### config.mk
export PLATFORM = sky130hd
export DESIGN_NAME = sr_task_queue_ctrl
export DESIGN_NICKNAME = d
export VERILOG_FILES = /design/src/rtl/sr_task_queue_ctrl.sv
export SDC_FILE = /design/constraint.sdc
export NUM_CORES = 1
export LEC_CHECK = 0
export ABC_AREA = 0
export CORE_AREA = 2 2 298 300
export CTS_CLUSTER_DIAMETER = 30
export DETAILED_ROUTE_END_ITERATION = 7
export DIE_AREA = 0 0 300 302
export HOLD_SLACK_MARGIN = 0.03
export PLACE_DENSITY_LB_ADDON = 0.05
export SETUP_SLACK_MARGIN = 0.02
export SKIP_LAST_GASP = 1
export SYNTH_ARGS = -nofsm -noshare
export SYNTH_HDL_FRONTEND = slang
export SYNTH_SLANG_ARGS = --single-unit
### constraint.sdc
create_clock -name clk -period 4 [get_ports clk]
set_input_delay 1 -clock clk [delete_from_list [all_inputs] [get_ports clk]]
set_output_delay 1 -clock clk [all_outputs]
set_load 0.005 [all_outputs]
### src/rtl/sr_task_queue_ctrl.sv
// ---------------------------------------------------------------------------
// sr_task_queue_ctrl
//
// Command-side controller for the shift-register task queue. The scheduler
// hands over ENQ/DEQ/REM/BLK commands on a valid/ready handshake. The
// controller snapshots the per-cell queue state and turns each command into
// per-cell control vectors. Those vectors are driven for exactly one clock.
// After a one-cycle settle wait, it returns a response pulse.
//
// Command / response latency is fixed at 3 cycles regardless of error, and a
// new command can be accepted every 4 cycles.
//
// Ports
//   clk, rst          clock, synchronous active-high reset
//   cmd_valid/ready   command handshake (ready only while idle)
//   cmd_op            00 ENQ, 01 DEQ, 10 REM, 11 BLK
//   cmd_tid           task id for ENQ/REM/BLK
//   cmd_info          task info for ENQ (priority in the low PRIO_W bits)
//   cmd_blk           for BLK: 1 = block, 0 = activate
//   q_empty           per-cell empty flags, occupancy contiguous from cell 0
//   q_tid, q_info     per-cell task id / info, flattened, cell i at [i*W +: W]
//   new_task_id/info  registered task to insert on ENQ
//   enqueue, dequeue, remove, que_act, que_blk
//                     per-cell control vectors, valid during ISSUE only
//   rsp_valid         one-cycle response pulse
//   rsp_tid           affected task id (cmd_tid for ENQ and for errors)
//   rsp_err           command was rejected
//
// Build option
//   SR_TASK_QUEUE_CTRL_DUP_CHECK_EN : when defined, an ENQ whose TID is
//   already present in the queue is rejected instead of being inserted.
// ---------------------------------------------------------------------------
module sr_task_queue_ctrl #(
   parameter int DEPTH  = 16,
   parameter int TID_W  = 4,
   parameter int INFO_W = 32,
   parameter int PRIO_W = 8
) (
   input  logic                    clk,
   input  logic                    rst,
   input  logic                    cmd_valid,
   output logic                    cmd_ready,
   input  logic [1:0]              cmd_op,
   input  logic [TID_W-1:0]        cmd_tid,
   input  logic [INFO_W-1:0]       cmd_info,
   input  logic                    cmd_blk,
   input  logic [DEPTH-1:0]        q_empty,
   input  logic [DEPTH*TID_W-1:0]  q_tid,
   input  logic [DEPTH*INFO_W-1:0] q_info,
   output logic [TID_W-1:0]        new_task_id,
   output logic [INFO_W-1:0]       new_task_info,
   output logic [DEPTH-1:0]        enqueue,
   output logic [DEPTH-1:0]        dequeue,
   output logic [DEPTH-1:0]        remove,
   output logic [DEPTH-1:0]        que_act,
   output logic [DEPTH-1:0]        que_blk,
   output logic                    rsp_valid,
   output logic [TID_W-1:0]        rsp_tid,
   output logic                    rsp_err
);

   localparam logic [1:0] OP_ENQ = 2'b00;
   localparam logic [1:0] OP_DEQ = 2'b01;
   localparam logic [1:0] OP_REM = 2'b10;
   localparam logic [1:0] OP_BLK = 2'b11;

   typedef enum logic [1:0] {
      S_IDLE,
      S_ISSUE,
      S_SETTLE,
      S_RESP
   } state_t;

   state_t state;

   logic             full;
   logic             empty;
   logic             dup_err;
   logic             hit_ins;
   logic             match_any;
   logic [TID_W-1:0] match_tid;
   logic [DEPTH-1:0] ins_therm;
   logic [DEPTH-1:0] rem_therm;
   logic [DEPTH-1:0] match_onehot;

   logic [DEPTH-1:0] nxt_enqueue;
   logic [DEPTH-1:0] nxt_dequeue;
   logic [DEPTH-1:0] nxt_remove;
   logic [DEPTH-1:0] nxt_que_act;
   logic [DEPTH-1:0] nxt_que_blk;
   logic [TID_W-1:0] nxt_rsp_tid;
   logic             nxt_rsp_err;

   logic [TID_W-1:0] pend_tid;
   logic             pend_err;

   // Only the priority slice of each cell's info is inspected here; the rest
   // of the info bus passes straight through to the queue cells.
   logic             unused_info;
   assign unused_info = ^q_info;

   assign cmd_ready = (state == S_IDLE);
   assign full      = ~q_empty[DEPTH-1];
   assign empty     = q_empty[0];

   // Scan the queue from the head. The insertion point is the first cell that
   // is empty or holds a strictly lower priority, so equal priorities keep
   // FIFO order. Because of the OR-accumulation, every cell from the
   // insertion point onward is set, which gives the thermometer shape
   // directly. The match scan works the same way for the lowest cell holding
   // cmd_tid. The one-hot form of the match is the rising edge of its
   // thermometer.
   always_comb begin
      hit_ins   = 1'b0;
      match_any = 1'b0;
      match_tid = '0;
      ins_therm = '0;
      rem_therm = '0;
      for (int i = 0; i < DEPTH; i++) begin
         hit_ins = hit_ins | q_empty[i]
                 | (q_info[i*INFO_W +: PRIO_W] < cmd_info[PRIO_W-1:0]);
         ins_therm[i] = hit_ins;
         if (!match_any && !q_empty[i] && (q_tid[i*TID_W +: TID_W] == cmd_tid)) begin
            match_any = 1'b1;
            match_tid = q_tid[i*TID_W +: TID_W];
         end
         rem_therm[i] = match_any;
      end
      match_onehot = rem_therm & ~(rem_therm << 1);
   end

`ifdef SR_TASK_QUEUE_CTRL_DUP_CHECK_EN
   assign dup_err = match_any;
`else
   assign dup_err = 1'b0;
`endif

   // Decode the command into the vectors and response it would produce if
   // accepted this cycle. A rejected command leaves every vector at zero.
   // It reports cmd_tid, so the scheduler can tell which request failed.
   always_comb begin
      nxt_enqueue = '0;
      nxt_dequeue = '0;
      nxt_remove  = '0;
      nxt_que_act = '0;
      nxt_que_blk = '0;
      nxt_rsp_tid = cmd_tid;
      nxt_rsp_err = 1'b0;
      case (cmd_op)
         OP_ENQ: begin
            nxt_rsp_err = full | dup_err;
            if (!nxt_rsp_err) nxt_enqueue = ins_therm;
         end
         OP_DEQ: begin
            nxt_rsp_err = empty;
            if (!nxt_rsp_err) begin
               nxt_dequeue = '1;
               nxt_rsp_tid = q_tid[TID_W-1:0];
            end
         end
         OP_REM: begin
            nxt_rsp_err = ~match_any;
            if (!nxt_rsp_err) begin
               nxt_remove  = rem_therm;
               nxt_rsp_tid = match_tid;
            end
         end
         default: begin
            nxt_rsp_err = ~match_any;
            if (!nxt_rsp_err) begin
               if (cmd_blk) nxt_que_blk = match_onehot;
               else         nxt_que_act = match_onehot;
               nxt_rsp_tid = match_tid;
            end
         end
      endcase
   end

   // The FSM walks IDLE -> ISSUE -> SETTLE -> RESP on every command, so
   // latency does not depend on the outcome. On accept it registers the
   // vectors and parks the response. The vectors are cleared on the way out
   // of ISSUE, which keeps them alive for exactly one cycle. The parked
   // response is released in RESP. Reset drops any parked response.
   always_ff @(posedge clk) begin
      if (rst) begin
         state         <= S_IDLE;
         enqueue       <= '0;
         dequeue       <= '0;
         remove        <= '0;
         que_act       <= '0;
         que_blk       <= '0;
         new_task_id   <= '0;
         new_task_info <= '0;
         pend_tid      <= '0;
         pend_err      <= 1'b0;
         rsp_valid     <= 1'b0;
         rsp_tid       <= '0;
         rsp_err       <= 1'b0;
      end else begin
         case (state)
            S_IDLE: begin
               if (cmd_valid) begin
                  state         <= S_ISSUE;
                  enqueue       <= nxt_enqueue;
                  dequeue       <= nxt_dequeue;
                  remove        <= nxt_remove;
                  que_act       <= nxt_que_act;
                  que_blk       <= nxt_que_blk;
                  new_task_id   <= cmd_tid;
                  new_task_info <= cmd_info;
                  pend_tid      <= nxt_rsp_tid;
                  pend_err      <= nxt_rsp_err;
               end
            end
            S_ISSUE: begin
               state   <= S_SETTLE;
               enqueue <= '0;
               dequeue <= '0;
               remove  <= '0;
               que_act <= '0;
               que_blk <= '0;
            end
            S_SETTLE: begin
               state     <= S_RESP;
               rsp_valid <= 1'b1;
               rsp_tid   <= pend_tid;
               rsp_err   <= pend_err;
            end
            default: begin
               state     <= S_IDLE;
               rsp_valid <= 1'b0;
            end
         endcase
      end
   end

endmodule

==> impl_metrics.env <==
export IMPL_grt_pass1_wl_um=74490
export IMPL_fin_area_sq_um=15410
export IMPL_dr_first_iter_drc_count=278
export IMPL_hp_class="reg -> reg"
export IMPL_rsz0062_at_grt="no"
export IMPL_grt_pass1_vias=9961
export IMPL_initial_core_util_pct=9.697
export IMPL_period_share_pct=96.11
export IMPL_area_growth_pct=81.54
export IMPL_insertion_delay_ps=470
export IMPL_ys_ff_latch=114
export IMPL_ys_warn_count=0
export IMPL_place_area_sq_um=14660
export IMPL_layout_common_cells="362 x clkdlybuf4s50_1, 172 x buf_4, 114 x dfxtp_1"
export IMPL_grt_use_total_pct=11.68
export IMPL_wirelength_um=53180
export IMPL_hold_path_depth=2
export IMPL_viasPerCell=3.467
export IMPL_preCtsSetupSlack_ps=-655.2
export IMPL_async_reset_ff_share_pct=0
export IMPL_power_mw=4.932
export IMPL_syn_avg_cell_area_sq_um=8.275
export IMPL_cts_root_buf="clkbuf_16"
export IMPL_num_rows=109
export IMPL_status="complete, no violations"
export IMPL_worst_pin_slew_ps=704.8
export IMPL_die_x_um=300
export IMPL_firstDrtPassIters=4
export IMPL_hold_viol=0
export IMPL_routedWlPerCell_um=19.61
export IMPL_power_density_nw_per_um2=320.0
export IMPL_clk_path_buf_depth=2
export IMPL_worst_ep_required_time_ps=4330
export IMPL_max_freq_mhz=260.1
export IMPL_worst_setup_path_start_kind="input pin"
export IMPL_end_kind="register"
export IMPL_finalClockSkew_ps=17.57
export IMPL_die_area_sq_um=90600
export IMPL_ys_seq_area_share_pct=26.88
export IMPL_coreArea_sq_um=87560
export IMPL_leakage_nw=5.924
export IMPL_io_buffers=364
export IMPL_syn_nets=1768
export IMPL_synth_main_ff_cell="dfxtp_1"
export IMPL_reg2reg_depth=9
export IMPL_ir_drop_uv=317.5
export IMPL_cts_hold_fix_buffers=0
export IMPL_route_vias_total=9402
export IMPL_yosysTopAreaCell="dfxtp_1"
export IMPL_slew_viol_final=0
export IMPL_die_h_um=302
export IMPL_layout_commonest_cell="clkdlybuf4s50_1"
export IMPL_syn_area_sq_um=8491
export IMPL_dp_hpwl_um=44850
export IMPL_synthCells=1026
export IMPL_drive_gt1_share_pct=17.33
export IMPL_synth_edf_count=0
export IMPL_io_pins=757
export IMPL_critical_path_arrival_ps=4170
export IMPL_gp_congestion=0.7383
export IMPL_fin_crit_ps=3844
export IMPL_grt_max_degree=67
export IMPL_fillers=9884
export IMPL_ys_types=75
export IMPL_antenna_left=0
export IMPL_fin_ws_ps=155.8
export IMPL_h_tree_depth=4
export IMPL_grt_antenna_before_repair=12
export IMPL_finalNetCount=2270
export IMPL_remaining_drc_errors=0
export IMPL_cts_tree="built"
export IMPL_cp_max_fo=9
export IMPL_synth_top_area_share_pct=26.88
export IMPL_cts_num_sinks=114
export IMPL_slew_headroom_pct=52.91
export IMPL_setup_viol=0
export IMPL_numCtsBuffers=17
export IMPL_ys_top_cells_by_area="dfxtp_1 27%, ha_1 16%, a21oi_1 5.3%"
export IMPL_worst_setup_path_type="in -> reg"
export IMPL_path_clk_slew_ps=70
export IMPL_drv_cap=0
export IMPL_grt_overflow_total=0
## per-stage QoR
step	TNS [ps]	std cells	hold WS (ps)	util (%)
floorplan	0	1026	448.2	-
global placement	-7375	2667	443.2	16.74
detailed placement	-7458	2667	445.3	16.74
CTS	0	2702	455.5	17.50
global route	0	2708	472.7	17.59
finish	0	2712	452.8	17.60
## routing by layer
metal  track usage [%]  part of all wire [%]  vias to the layer above
li1                  -                     -                     4717
met1             15.48                    48                     4363
met2             18.36                    44                      264
met3             3.864                   6.6                       42
met4             2.512                   1.0                       16
met5                 0                  0.18                        -
## cell usage after synthesis, drive strengths merged, types with 6 or more instances
cell,n
mux2i,9
a22oi,45
a211oi,12
nand4,12
nor2b,15
or3,8
nand2,111
nand2b,20
nor2,111
xor2,22
a21o,27
dfxtp,114
a2111oi,6
xnor2,42
clkbuf,29
a21oi,91
o21ai,36
ha,108
nor3,29
buf,36
a32oi,8
nand3,24
and2,8
inv,22
and3,7
## kinds of logic (layout without fill, tap and decap cells)
logic type | Yosys count | in the layout | synth area share [%]
compound gates | 270 | 270 | 20.82
xor+xnor | 64 | 64 | 6.690
fa+ha+maj | 108 | 108 | 15.92
buf+inv | 87 | 602 | 5.688
flops | 114 | 114 | 26.88
mux | 9 | 9 | 1.061
other cells | 0 | 6 | 0
simple gates | 374 | 374 | 22.94
## worst max-delay path: stages
cell             delay (ps)
clkdlybuf4s50_1         530
clkinvlp_4              110
buf_4                   200
ha_1                    290
a21o_1                  100
a21o_1                  120
a21oi_1                 100
o21a_1                  220
or4_1                   540
or4_4                   600
o31ai_2                 270
a21oi_1                  90
## power breakdown
| part | switching (mW) | internal (mW) |
|---|---|---|
| registers | 0.0713 | 1.25 |
| clock network | 0.750 | 0.884 |
| logic | 1.05 | 0.921 |
## sequential cells by signal, summed over array words and instances (netlist names), 2 cells and up
| register | cells |
|---|---|
| new_task_info | 32 |
| enqueue | 16 |
| que_act | 16 |
| que_blk | 16 |
| remove | 16 |
| new_task_id | 4 |
| pend_tid | 4 |
| rsp_tid | 4 |
| state | 2 |
## layout make-up
| class | count | area [sq um] | area share, % |
|---|---|---|---|
| clock buffers | 17 | 425.4 | 2.760 |
| flip-flops and latches | 114 | 2282 | 14.81 |
| clock inverters | 15 | 163.9 | 1.063 |
| well taps | 1165 | 1458 | 9.457 |
| repair buffers | 548 | 5182 | 33.62 |
| multi-input cells | 825 | 5789 | 37.56 |
| diodes | 6 | 15.01 | 0.09741 |
| inverters | 22 | 97.59 | 0.6332 |
## final timing paths
kind / start / endpoint / slack (ps)
worst max register to register: state[0] / remove[4] / 1490
worst max-delay path: cmd_info[1] / enqueue[11] / 160
worst min register to register: new_task_info[28] / new_task_info[28] / 450
worst min-delay path: new_task_info[28] / new_task_info[28] / 450
## what timing repair did
item                                    CTS  global route
pin swaps                                 0             4
resized for setup                         6            15
buffers inserted                          3             4
endpoints found under the setup margin    5             7
Note: power is estimated with default switching activity, not from simulation.
